<file path="src/rtl/i2c_line_driver.sv">
// Open-drain SCL/SDA pad sequencer with hold/setup spacing, clock-stretch wait
// and arbitration-loss detection. Define I2C_STRETCH_TIMEOUT_EN for the stretch timeout.
module i2c_line_driver #(
  parameter int HOLD_CYCLES    = 4,
  parameter int SETUP_CYCLES   = 8,
  parameter int TIMEOUT_CYCLES = 255,
  parameter int CNT_W          = 8
) (
  input  logic clk,
  input  logic reset_n,
  input  logic cmd_valid,
  output logic cmd_ready,
  input  logic cmd_scl,
  input  logic cmd_sda,
  input  logic scl_in,
  input  logic sda_in,
  input  logic err_clr,
  output logic scl_oe,
  output logic sda_oe,
  output logic arb_lost,
  output logic timeout
);

`ifdef I2C_STRETCH_TIMEOUT_EN
  localparam bit TO_EN = 1'b1;
`else
  localparam bit TO_EN = 1'b0;
`endif

  localparam logic [CNT_W-1:0] HOLD_LAST  = CNT_W'(HOLD_CYCLES - 1);
  localparam logic [CNT_W-1:0] SETUP_LAST = CNT_W'(SETUP_CYCLES - 1);
  localparam logic [CNT_W-1:0] TO_LAST    = CNT_W'(TIMEOUT_CYCLES - 1);

  typedef enum logic [1:0] {IDLE, HOLD, SETUP, WAIT_HIGH} state_t;

  state_t           state_q, state_d;
  logic [CNT_W-1:0] cnt_q, cnt_d;
  logic             scl_oe_q, scl_oe_d;
  logic             sda_oe_q, sda_oe_d;
  logic             sda_lat_q, sda_lat_d;
  logic             armed_q, armed_d;
  logic             arb_q, arb_d;
  logic             to_q, to_d;
  logic             arb_set, to_set;

  assign cmd_ready = (state_q == IDLE);
  assign scl_oe    = scl_oe_q;
  assign sda_oe    = sda_oe_q;
  assign arb_lost  = arb_q;
  assign timeout   = TO_EN ? to_q : 1'b0;

  always_comb begin
    state_d   = state_q;
    cnt_d     = cnt_q;
    scl_oe_d  = scl_oe_q;
    sda_oe_d  = sda_oe_q;
    sda_lat_d = sda_lat_q;
    armed_d   = armed_q;
    to_set    = 1'b0;
    // We released SDA but the bus reads low while SCL is high: someone else owns it.
    arb_set   = (state_q == IDLE) && armed_q && !scl_oe_q && scl_in && !sda_oe_q && !sda_in;

    case (state_q)
      IDLE: begin
        if (cmd_valid) begin
          armed_d = 1'b1;
          cnt_d   = '0;
          if (!arb_q) begin
            if (!cmd_scl) begin
              scl_oe_d  = 1'b1;
              sda_lat_d = cmd_sda;
              state_d   = HOLD;
            end else begin
              sda_oe_d  = ~cmd_sda;
              state_d   = SETUP;
            end
          end
        end
      end
      HOLD: begin
        cnt_d = cnt_q + CNT_W'(1);
        if (cnt_q == HOLD_LAST) begin
          sda_oe_d = ~sda_lat_q;
          state_d  = IDLE;
          cnt_d    = '0;
        end
      end
      SETUP: begin
        cnt_d = cnt_q + CNT_W'(1);
        if (cnt_q == SETUP_LAST) begin
          scl_oe_d = 1'b0;
          state_d  = WAIT_HIGH;
          cnt_d    = '0;
        end
      end
      WAIT_HIGH: begin
        if (scl_in) begin
          state_d = IDLE;
          cnt_d   = '0;
        end else begin
          cnt_d = cnt_q + CNT_W'(1);
          if (TO_EN && (cnt_q == TO_LAST)) begin
            to_set   = 1'b1;
            scl_oe_d = 1'b0;
            sda_oe_d = 1'b0;
            state_d  = IDLE;
            cnt_d    = '0;
          end
        end
      end
      default: begin
        state_d = IDLE;
        cnt_d   = '0;
      end
    endcase

    // After losing arbitration both lines stay released and commands just drain.
    if (arb_q) begin
      scl_oe_d = 1'b0;
      sda_oe_d = 1'b0;
      state_d  = IDLE;
      cnt_d    = '0;
    end

    arb_d = arb_set | (arb_q & ~err_clr);
    to_d  = to_set  | (to_q  & ~err_clr);
  end

  always_ff @(posedge clk) begin
    if (!reset_n) begin
      state_q   <= IDLE;
      cnt_q     <= '0;
      scl_oe_q  <= 1'b0;
      sda_oe_q  <= 1'b0;
      sda_lat_q <= 1'b1;
      armed_q   <= 1'b0;
      arb_q     <= 1'b0;
      to_q      <= 1'b0;
    end else begin
      state_q   <= state_d;
      cnt_q     <= cnt_d;
      scl_oe_q  <= scl_oe_d;
      sda_oe_q  <= sda_oe_d;
      sda_lat_q <= sda_lat_d;
      armed_q   <= armed_d;
      arb_q     <= arb_d;
      to_q      <= to_d;
    end
  end

endmodule

</file>
<file path="config.mk">
export PLATFORM = sky130hd
export DESIGN_NAME = i2c_line_driver
export DESIGN_NICKNAME = d
export VERILOG_FILES = /design/src/rtl/i2c_line_driver.sv
export SDC_FILE = /design/constraint.sdc
export NUM_CORES = 1
export LEC_CHECK = 0
export BUFFER_PORTS_ARGS = -buffer_cell sky130_fd_sc_hd__buf_2
export CORE_MARGIN = 1
export CORE_UTILIZATION = 45
export DETAILED_ROUTE_END_ITERATION = 8
export GPL_TIMING_DRIVEN = 0
export HOLD_SLACK_MARGIN = 0.02
export PLACE_DENSITY = 0.74
export SLEW_MARGIN = 0
export SYNTH_ARGS = -nofsm -noshare
export SYNTH_HDL_FRONTEND = slang
export SYNTH_SLANG_ARGS = --single-unit
</file>
<file path="constraint.sdc">
create_clock -name clk -period 2.1 [get_ports clk]
set_clock_uncertainty 0.05 [all_clocks]
set_input_delay 0.105 -clock clk [delete_from_list [all_inputs] [get_ports clk]]
set_output_delay 0.105 -clock clk [all_outputs]
set_load 0.01 [all_outputs]
</file>
==> flow_summary_export.csv, run 1 <==
group,metric,value,unit
status,outcome,"completed",
worst_setup_path,rr_endpoint,"sda_lat_q",
synth,synth_top_flop_cell,"dfxtp_1",
worst_setup_path,timing.setup.critical_path_class,"flop to flop",
final_layout,storage_cell_area,300,µm²
synth,synth_area_leaders,"dfxtp_1 34%, a21oi_1 5.6%, nand2_1 5.5%",
synth,yosysUniqueCellTypes,43,
final_layout,drive_gt1_frac,0.206,
power_and_ir_drop,power.ir.vdd_worst,0.000333,V
worst_setup_path,worstPathCellList,"or3b_1 > nor3_2 > mux2i_1 > nand2_1 > dlygate4sd3_1",
global_routing,largest_net_degree_at_the_start_of_global_routing,11,
timing,finalSetupViolations,0,
synth,synth.top_cells.by_count,"15 x dfxtp_1, 13 x nand2_1, 10 x a21oi_1",
global_routing,total_global_routing_overflow,0,
synth,ys_async_sr_fraction,0,
synth,synthCells,108,
clock_network,cts_tree,"yes",
worst_setup_path,r2r_start,"state_q[0]",
clock_network,post_cts_setup_repair_bufs,0,
synth,synth_edf_count,0,
synth,synth_area_leader_cell,"dfxtp_1",
run,max_cap_viol_count,0,
clock_network,ctsHtreeMaxLevel,1,
detailed_routing,finalWirelength,2220,µm
final_layout,area_growth_syn_to_layout,16.6,%
detailed_routing,post-route-drc-count,0,
clock_network,clk_pin_slew,0.09,ns
timing,hold_viol_final,0,
floorplanning,initial_util,0.498,
detailed_routing,via_per_inst,5.97,
final_layout,final_net_count,136,
timing,fmax,0.507,GHz
timing,rsz0062_at_grt,"false",
timing,final_min_period_over_clock_period,0.940,
final_layout,multi_input_area,562,µm²
clock_network,clkLatencyLatePin,0.29,ns
timing,worst_slack,0.127,ns
global_routing,grt_first_pass_wirelength,3520,µm
placed_design,globalplace.congestion,0.922,
clock_network,sinks_on_the_clock_net,15,
final_layout,antenna_cells,0,
placed_design,place.detailed.hpwl,1550,µm
floorplanning,chipHeight,46.4,µm
worst_setup_path,worst_setup_ep_type,"flop",
placed_design,dp_cells,144,
synth,yosys_warnings,0,
synth,synth_sequential_area_ratio,0.338,
worst_setup_path,r2r_slack,0.13,ns
synth,postSynthRegisterBits,15,
floorplanning,ioPinCount,13,
min_path,hold_path.class,"primary input to flop",
clock_network,clk_root_buffer_cell,"clkbuf_4",
worst_setup_path,worst_path_largest_cell_delay,0.55,ns
timing,timing.setup.tns,0,ns
power_and_ir_drop,power.static_leakage,0.397,nW
synth,synth_top_cell_area_share,0.338,
detailed_routing,wl_per_cell,14.7,µm
detailed_routing,drt_iter0_drc,27,
final_layout,filler_cell_count,151,
detailed_routing,antenna_left,0,
final_layout,final_non_filler_cell_total,151,
global_routing,grt_antenna_before_repair,0,
worst_setup_path,cp.required,2.23,ns
min_path,min_path_cells,4,
worst_setup_path,cpMaxStageDelayCell,"dlygate4sd3_1",
placed_design,dp_worst_setup_slack,0.233,ns
worst_setup_path,worstPathArrival,2.10,ns
power_and_ir_drop,power_density,592,nW/µm²
timing,final_slew_violations,0,
detailed_routing,route.vias.total,901,
floorplanning,floorplan.die.width,46.4,µm
synth,average_footprint_of_a_synthesized_cell,8.23,µm²
clock_network,clock_path_buffers,2,
min_path,hold_path_startpoint,"sda_in",
floorplanning,fp.dieArea,2160,µm²
floorplanning,area_inside_the_core_boundary,1780,µm²
global_routing,first_global_vias,796,
floorplanning,fp-row-count,15,
placed_design,place.port_buffers,11,
worst_setup_path,timing.critical_path.fanout_max,6,
worst_setup_path,critPathLaunchType,"flop",
synth,synth_fp_nets,117,
detailed_routing,detailedRoute.firstPassIterationCount,4,
min_path,hold_end,"arb_lost",
timing,min_period,1.97,ns
synth,post-synth-top-count-cell,"dfxtp_1",
clock_network,cts_made_buffers,3,
global_routing,grt_usage,0.230,
worst_setup_path,worst-r2r-cell-count,5,
synth,netlist_area,888,µm²
critical path: cells and delay by family (launching register included):
kind                   cells  cell delay [ns]
buffers and inverters      1             0.55
multiplexers               1             0.21
AND/OR/NAND/NOR            3             0.67
flip-flops                 1             0.38
through the flow:
stage | hold WS (ns) | total power, W | instance area (µm²) | utilization
3_5_place_dp | 0.276 | 0.000445 | 975 | 0.547
6_report | 0.107 | 0.000613 | 1040 | 0.581
4_1_cts | 0.103 | 0.000614 | 1030 | 0.578
3_3_place_gp | 0.263 | 0.000442 | 975 | 0.547
5_1_grt | 0.144 | 0.000649 | 1040 | 0.581
2_1_floorplan | 0.117 | 0.000409 | 888 | -
state kept, by name, summed over array words and instances, names as in the netlist:
register,flops
state_q,2
scl_oe,1
sda_oe,1
sda_lat_q,1
cnt_q,8
arb_lost,1
armed_q,1
how the worst max path moves through the flow:
stage               slack, ns  startpoint        end
floorplan                0.45    cnt_q[0]     sda_oe
detailed placement       0.23    cnt_q[0]     sda_oe
global route             0.04  state_q[0]  sda_lat_q
finish                   0.13  state_q[0]  sda_lat_q
global placement         0.27    cnt_q[0]     sda_oe
CTS                      0.07  state_q[0]  sda_lat_q
layer usage:
| layer | vias to the layer above | routed length, µm | global-route usage |
|---|---|---|---|
| met3 | 15 | 111 | 0.0235 |
| met2 | 43 | 1020 | 0.350 |
| met5 | - | 0 | 0 |
| li1 | 450 | - | - |
| met1 | 393 | 954 | 0.293 |
| met4 | 0 | 130 | 0.176 |
timing repair:
action,in CTS,in global routing
hold endpoints to repair,2,0
resized for setup,0,1
endpoints found under the setup margin,0,1
hold buffers,3,0
cell usage in the layout, fill, tap and decap left out, types with 2 or more instances in the layout:
cell / instances
dfxtp_1: 15
nand2_1: 13
buf_2: 12
a21oi_1: 10
nor2_1: 5
nor4_1: 5
nand3_1: 4
nor3_1: 4
nand2b_1: 3
nand4_1: 3
clkbuf_4: 3
dlygate4sd3_1: 3
clkbuf_1: 2
or3b_1: 2
buf_4: 2
o22ai_1: 2
nor2b_1: 2
nand3b_1: 2
or4_1: 2
a31oi_1: 2
a21boi_1: 2
or3_1: 2
nor4b_1: 2
o22a_1: 2
final cells by class:
class,count,area share
plain buffers,4,0.0229
clock buffers,4,0.0254
inverters,2,0.00725
multi-input cells,87,0.542
flip-flops and latches,15,0.290
well taps,25,0.0302
repair buffers,14,0.0821
cell families (layout without fill, tap and decap cells):
logic type                 after synthesis  in the layout  synth area share
DFF                                     15             15             0.338
and+or+nand+nor                         57             57             0.390
buffers and inverters                    6             24            0.0352
AOI/OAI and AO/OA                       25             25             0.184
adders and majority gates                1              1            0.0141
muxes                                    2              2            0.0239
other                                    1              1           0.00422
xor gates and xnor gates                 1              1           0.00986
report_power, final:
part	total (W)	internal, W	switching (W)
combinational	0.000129	0.0000565	0.0000723
sequential	0.000318	0.000300	0.0000176
clock	0.000167	0.0000739	0.0000930
total	0.000613	0.000431	0.000183
(Power assumes the default switching activity.)
==> inputs of run 2 (changes only) <==
--- a/config.mk
+++ b/config.mk
@@ -5,6 +5,7 @@
 export SDC_FILE = /design/constraint.sdc
 export NUM_CORES = 1
 export LEC_CHECK = 0
+export ABC_AREA = 1
 export BUFFER_PORTS_ARGS = -buffer_cell sky130_fd_sc_hd__buf_2
 export CORE_MARGIN = 1
 export CORE_UTILIZATION = 45
==> flow_summary_export.csv, run 2 <==
group,metric,value,unit
placed_design,dpl-instance-area,1030,µm²
final_layout,final_common_cell,"nand2_1",
power_and_ir_drop,power.switching_fraction,0.460,
placed_design,dp_cells,191,
final_layout,regMostFlops,"cnt_q",
worst_setup_path,critPathLaunchType,"flop",
final_layout,fin_area,1080,µm²
worst_setup_path,worst_setup_ep_type,"flop",
timing,final_min_period_over_clock_period,0.729,
worst_setup_path,cp.required,2.23,ns
final_layout,most-common-layout-cells,"39 x nand2_1, 25 x inv_1, 20 x nor2_1",
worst_setup_path,timing.setup.critical_path_class,"flop to flop",
detailed_routing,post-route-drc-count,0,
final_layout,storage_cell_area,300,µm²
min_path,hold_path.class,"primary input to flop",
synth,fraction_of_synthesized_area_in_multiplexers,0,
synth,synth-simple-area-share,0.426,
clock_network,clk_pin_slew,0.10,ns
clock_network,clock_path_buffers,2,
detailed_routing,antenna_left,0,
detailed_routing,route.vias.total,1011,
final_layout,final_non_filler_cell_total,197,
global_routing,grt_antenna_before_repair,0,
floorplanning,fp-row-count,16,
worst_setup_path,worst_path_largest_cell_delay,0.38,ns
detailed_routing,drt_iter0_drc,17,
power_and_ir_drop,power_density,977,nW/µm²
final_layout,final_net_count,180,
power_and_ir_drop,net-switching-power,0.000485,W
final_layout,multi_input_area,534,µm²
power_and_ir_drop,power.ir.vdd_worst,0.000669,V
clock_network,clkLatencyLatePin,0.30,ns
clock_network,cts_tree,"yes",
synth,synth_xor_xnor_area_share,0,
synth,yosys_warnings,0,
placed_design,place.port_buffers,11,
synth,ys_async_sr_fraction,0,
floorplanning,initial_util,0.481,
power_and_ir_drop,power.static_leakage,0.501,nW
clock_network,ctsHtreeMaxLevel,1,
clock_network,cts_made_buffers,3,
final_layout,final_util,0.550,
timing,hold_viol_final,0,
worst_setup_path,worstPathCellList,"ha_1 > inv_1 > nor3_1 > nand2_1 > a21boi_0 > a31oi_1",
synth,synth_top_cell_area_share,0.318,
timing,min_period,1.53,ns
synth,main_combinational_cell_family_by_area_after_synthesis,"simple AND/OR/NAND/NOR gates",
worst_setup_path,worstPathArrival,1.66,ns
power_and_ir_drop,power_frac_comb,0.448,
timing,final_slew_violations,0,
floorplanning,chipHeight,47.8,µm
worst_setup_path,r2r_slack,0.57,ns
synth,postSynthRegisterBits,15,
floorplanning,area_inside_the_core_boundary,1960,µm²
clock_network,sinks_on_the_clock_net,15,
final_layout,area_growth_syn_to_layout,14.5,%
floorplanning,ioPinCount,13,
synth,synth_area_leader_cell,"dfxtp_1",
final_layout,antenna_cells,0,
synth,netlist_area,943,µm²
worst_setup_path,timing.critical_path.fanout_max,4,
global_routing,grt_first_pass_wirelength,3390,µm
timing,rsz0062_at_grt,"false",
synth,synth_top_flop_cell,"dfxtp_1",
placed_design,place.detailed.hpwl,1660,µm
synth,average_footprint_of_a_synthesized_cell,6.17,µm²
synth,synth_sequential_area_ratio,0.318,
timing,finalSetupViolations,0,
synth,synth_fp_nets,162,
final_layout,largest_register_ff_count,8,
detailed_routing,wl_per_cell,10.9,µm
synth,synth_edf_count,0,
power_and_ir_drop,power_frac_clock,0.166,
global_routing,total_global_routing_overflow,0,
floorplanning,floorplan.die.width,47.8,µm
final_layout,largestRegisters,"cnt_q x8, state_q x2",
detailed_routing,detailedRoute.firstPassIterationCount,4,
synth,post_synth_fa_ha_maj_area_fraction,0.0133,
global_routing,grt_usage,0.210,
synth,synth_area_leaders,"dfxtp_1 32%, nand2_1 16%, inv_1 9.9%",
placed_design,globalplace.congestion,0.904,
power_and_ir_drop,internal-power,0.000570,W
clock_network,clk_root_buffer_cell,"clkbuf_4",
synth,synthCells,153,
detailed_routing,finalWirelength,2150,µm
synth,yosysUniqueCellTypes,22,
floorplanning,fp.dieArea,2280,µm²
timing,fin_worst_hold_slack,0.0163,ns
final_layout,filler_cell_count,209,
timing,fmax,0.653,GHz
final_layout,drive_gt1_frac,0.159,
status,outcome,"completed",
synth,synth-compound-area-share,0.123,
power_and_ir_drop,power.share.sequential,0.387,
detailed_routing,via_per_inst,5.13,
global_routing,largest_net_degree_at_the_start_of_global_routing,10,
timing,timing.setup.tns,0,ns
global_routing,first_global_vias,821,
worst_setup_path,cpMaxStageDelayCell,"dfxtp_1",
synth,synth.top_cells.by_count,"39 x nand2_1, 25 x inv_1, 20 x nor2_1, 15 x dfxtp_1, 13 x nand3_1",
synth,post-synth-top-count-cell,"nand2_1",
run,max_cap_viol_count,0,
[run 2: kinds of logic after synthesis]
logic type               count (synthesis)
buffers and inverters                   28
adder cells (fa/ha/maj)                  1
flip-flops                              15
AND/OR/NAND/NOR                         88
other                                    1
AO/OA/AOI/OAI                           20
[run 2: power groups by stage]
stage                     Combinational [W]  Sequential [W]  Clock, W
after floorplan                    0.000338        0.000413         0
after global placement             0.000458        0.000411         0
after detailed placement           0.000462        0.000416         0
after CTS                          0.000470        0.000408  0.000172
after global routing               0.000522        0.000417  0.000185
final                              0.000473        0.000408  0.000175
[run 2: path summary, 6_finish.rpt]
kind                 start         to  cells after the start
setup / recovery  cnt_q[1]   cnt_q[0]                      6
hold / removal     cmd_sda  sda_lat_q                      3
setup reg to reg  cnt_q[1]   cnt_q[0]                      6
hold reg to reg     scl_oe     scl_oe                      2
[run 2: critical path, delay by kind of cell (launching register included)]
kind | cells | cell delay [ns]
DFF | 1 | 0.38
AOI/OAI and AO/OA | 2 | 0.43
adders and majority gates | 1 | 0.22
buffers and inverters | 1 | 0.05
and+or+nand+nor | 2 | 0.28
[run 2: cell type report]
| class | instances | share of cell area |
|---|---|---|
| Buffer | 1 | 0.00695 |
| Clock buffer | 3 | 0.0209 |
| Clock inverter | 1 | 0.00463 |
| Inverter | 27 | 0.0939 |
| Multi-Input combinational cell | 110 | 0.495 |
| Sequential cell | 15 | 0.278 |
| Tap cell | 27 | 0.0313 |
| Timing Repair Buffer | 13 | 0.0695 |
[run 2: timing repair]
action / CTS / global route
endpoints found under the hold margin: 2 / 0
setup buffers: 0 / 0
hold buffers: 2 / 0
resized for setup: 0 / 0
[run 2: per-stage QoR]
| stage | worst slack [ns] | total power, W |
|---|---|---|
| final | 0.570 | 0.00106 |
| after global routing | 0.491 | 0.00112 |
| after CTS | 0.583 | 0.00105 |
| after detailed placement | 0.635 | 0.000878 |
| after global placement | 0.635 | 0.000869 |
| after floorplan | 0.808 | 0.000752 |
[run 2: metal layers]
layer	track usage	routed length, µm
met1	0.260	964
met2	0.362	1050
met3	0.0226	77
met4	0.0944	62
met5	0	0
==> inputs of run 3 (changes only) <==
--- a/config.mk
+++ b/config.mk
@@ -5,7 +5,7 @@
 export SDC_FILE = /design/constraint.sdc
 export NUM_CORES = 1
 export LEC_CHECK = 0
-export ABC_AREA = 1
+export ABC_AREA = 0
 export BUFFER_PORTS_ARGS = -buffer_cell sky130_fd_sc_hd__buf_2
 export CORE_MARGIN = 1
 export CORE_UTILIZATION = 45
==> constraint.sdc (replaced) <==
create_clock -name clk -period 1.5 [get_ports clk]
set_clock_uncertainty 0.05 [all_clocks]
set_input_delay 0.075 -clock clk [delete_from_list [all_inputs] [get_ports clk]]
set_output_delay 0.075 -clock clk [all_outputs]
set_load 0.01 [all_outputs]
==> flow_summary_export.csv, run 3 (synthesis gave the netlist of run 1 again) <==
group,metric,value,unit
status,outcome,"finished with violations",
status,violations,"setup timing",
clock_network,cts_made_buffers,3,
global_routing,total_global_routing_overflow,0,
clock_network,sinks_on_the_clock_net,15,
worst_setup_path,worst-r2r-cell-count,5,
detailed_routing,drt-met1-wl,1010,µm
power_and_ir_drop,internal-power,0.000636,W
final_layout,most-common-layout-cells,"13 x nand2_1, 11 x buf_2, 9 x buf_4",
power_and_ir_drop,power_density,769,nW/µm²
worst_setup_path,crit_path_end,"sda_oe",
worst_setup_path,rr_endpoint,"sda_oe",
detailed_routing,detailedRoute.firstPassIterationCount,4,
clock_network,clkLatencyLatePin,0.28,ns
worst_setup_path,worstPathCellList,"ha_4 > nor2b_4 > nand4b_4 > or4_1 > nand3_1",
detailed_routing,antenna_left,0,
timing,min_period,1.56,ns
worst_setup_path,crit_family,"simple AND/OR/NAND/NOR gates",
worst_setup_path,critPathLaunchType,"flop",
detailed_routing,post-route-drc-count,0,
timing,worst_slack,-0.0617,ns
floorplanning,area_inside_the_core_boundary,1780,µm²
detailed_routing,met3WireLength,138,µm
worst_setup_path,cp.required,1.68,ns
final_layout,filler_cell_count,154,
final_layout,final_common_cell,"nand2_1",
floorplanning,fp.dieArea,2160,µm²
detailed_routing,maxUsedRoutingLayer,"met4",
worst_setup_path,cpMaxStageDelayCell,"or4_1",
power_and_ir_drop,power_frac_comb,0.252,
power_and_ir_drop,net-switching-power,0.000283,W
timing,rsz0062_at_grt,"true",
detailed_routing,route.vias.total,962,
timing,finalSetupViolations,6,
final_layout,final_net_count,143,
final_layout,drive_gt1_frac,0.368,
global_routing,grt_antenna_before_repair,0,
worst_setup_path,worstPathArrival,1.74,ns
global_routing,grt_usage,0.228,
worst_setup_path,worst_path_largest_cell_delay,0.44,ns
final_layout,area_growth_syn_to_layout,34.5,%
run,max_cap_viol_count,0,
placed_design,dp_cells,144,
worst_setup_path,crit_start,"cnt_q[1]",
power_and_ir_drop,power.ir.vdd_worst,0.000724,V
worst_setup_path,cp.depth,5,
timing,final_slew_violations,0,
timing,hold_viol_final,0,
detailed_routing,wl_per_cell,14.6,µm
power_and_ir_drop,power.share.sequential,0.486,
detailed_routing,route.met2.wl,1120,µm
clock_network,cts_tree,"yes",
detailed_routing,finalWirelength,2310,µm
clock_network,ctsHtreeMaxLevel,1,
detailed_routing,drt_iter0_drc,61,
timing,timing.setup.tns,-0.188,ns
clock_network,clk_pin_slew,0.09,ns
clock_network,clock_path_buffers,2,
final_layout,antenna_cells,0,
floorplanning,chipHeight,46.4,µm
final_layout,largestRegisters,"cnt_q x8, state_q x2",
power_and_ir_drop,power.static_leakage,0.489,nW
worst_setup_path,r2r_slack,-0.06,ns
placed_design,place.port_buffers,11,
final_layout,largest_register_ff_count,8,
global_routing,grt_first_pass_wirelength,3470,µm
power_and_ir_drop,power_frac_clock,0.263,
worst_setup_path,worst_setup_ep_type,"flop",
worst_setup_path,r2r_start,"cnt_q[1]",
global_routing,largest_net_degree_at_the_start_of_global_routing,11,
detailed_routing,via_per_inst,6.09,
floorplanning,fp-row-count,15,
worst_setup_path,timing.critical_path.fanout_max,4,
placed_design,place.detailed.hpwl,1550,µm
power_and_ir_drop,totalPowerFinal,0.000919,W
placed_design,dp_worst_setup_slack,-0.180,ns
min_path,hold_path.class,"primary input to flop",
placed_design,globalplace.congestion,0.901,
timing,final_min_period_over_clock_period,1.04,
clock_network,clk_root_buffer_cell,"clkbuf_4",
floorplanning,floorplan.die.width,46.4,µm
timing,fin_worst_hold_slack,0.104,ns
final_layout,regMostFlops,"cnt_q",
power_and_ir_drop,power.switching_fraction,0.308,
global_routing,first_global_vias,798,
worst_setup_path,timing.setup.critical_path_class,"flop to flop",
worst_setup_path,crit_buf_inv,0,
timing,fmax,0.640,GHz
floorplanning,initial_util,0.498,
final_layout,final_non_filler_cell_total,158,
floorplanning,ioPinCount,13,
[run 3: layout make-up]
| cell class | count | area (µm²) | area share |
|---|---|---|---|
| multi-input cells | 87 | 644 | 0.539 |
| flip-flops and latches | 15 | 314 | 0.263 |
| repair buffers | 21 | 138 | 0.115 |
| plain buffers | 4 | 33.8 | 0.0283 |
| well taps | 25 | 31.3 | 0.0262 |
| clock buffers | 4 | 26.3 | 0.0220 |
| inverters | 2 | 7.51 | 0.00628 |
[run 3: how the worst min path moves through the flow]
stage,from,to,cells after the start
after floorplan,reset_n,sda_lat_q,1
after global placement,reset_n,sda_lat_q,2
after detailed placement,reset_n,sda_lat_q,2
after CTS,sda_in,arb_lost,4
after global routing,sda_in,arb_lost,4
final,sda_in,arb_lost,4
[run 3: power by group through the flow]
stage	combinational [W]	sequential, W	clock (W)
global route	0.000253	0.000449	0.000262
detailed placement	0.000177	0.000456	0
CTS	0.000207	0.000447	0.000239
finish	0.000231	0.000446	0.000241
floorplan	0.000130	0.000452	0
global placement	0.000174	0.000454	0
[run 3: stage by stage]
step                cell area (µm²)   util
global route                   1190  0.670
global placement               1010  0.566
detailed placement             1010  0.566
finish                         1190  0.670
floorplan                       923      -
CTS                            1150  0.645
[run 3: what timing repair did]
action,4_1_cts,5_1_grt
cloned,0,0
endpoints found under the hold margin,2,0
setup endpoints to repair,9,10
hold buffers,3,0
pin swaps,6,5
buffers inserted,6,1
gates resized for setup,12,13
[run 3: per-layer routing]
layer,vias up,track usage
met2,40,0.358
li1,462,-
met5,-,0
met1,450,0.304
met3,10,0.0353
met4,0,0.100
[run 3: tightest hold or removal path: stages]
cell and delay (ns):
buf_2 0.08, nand3b_1 0.09, or4_1 0.10, a21boi_1 0.05
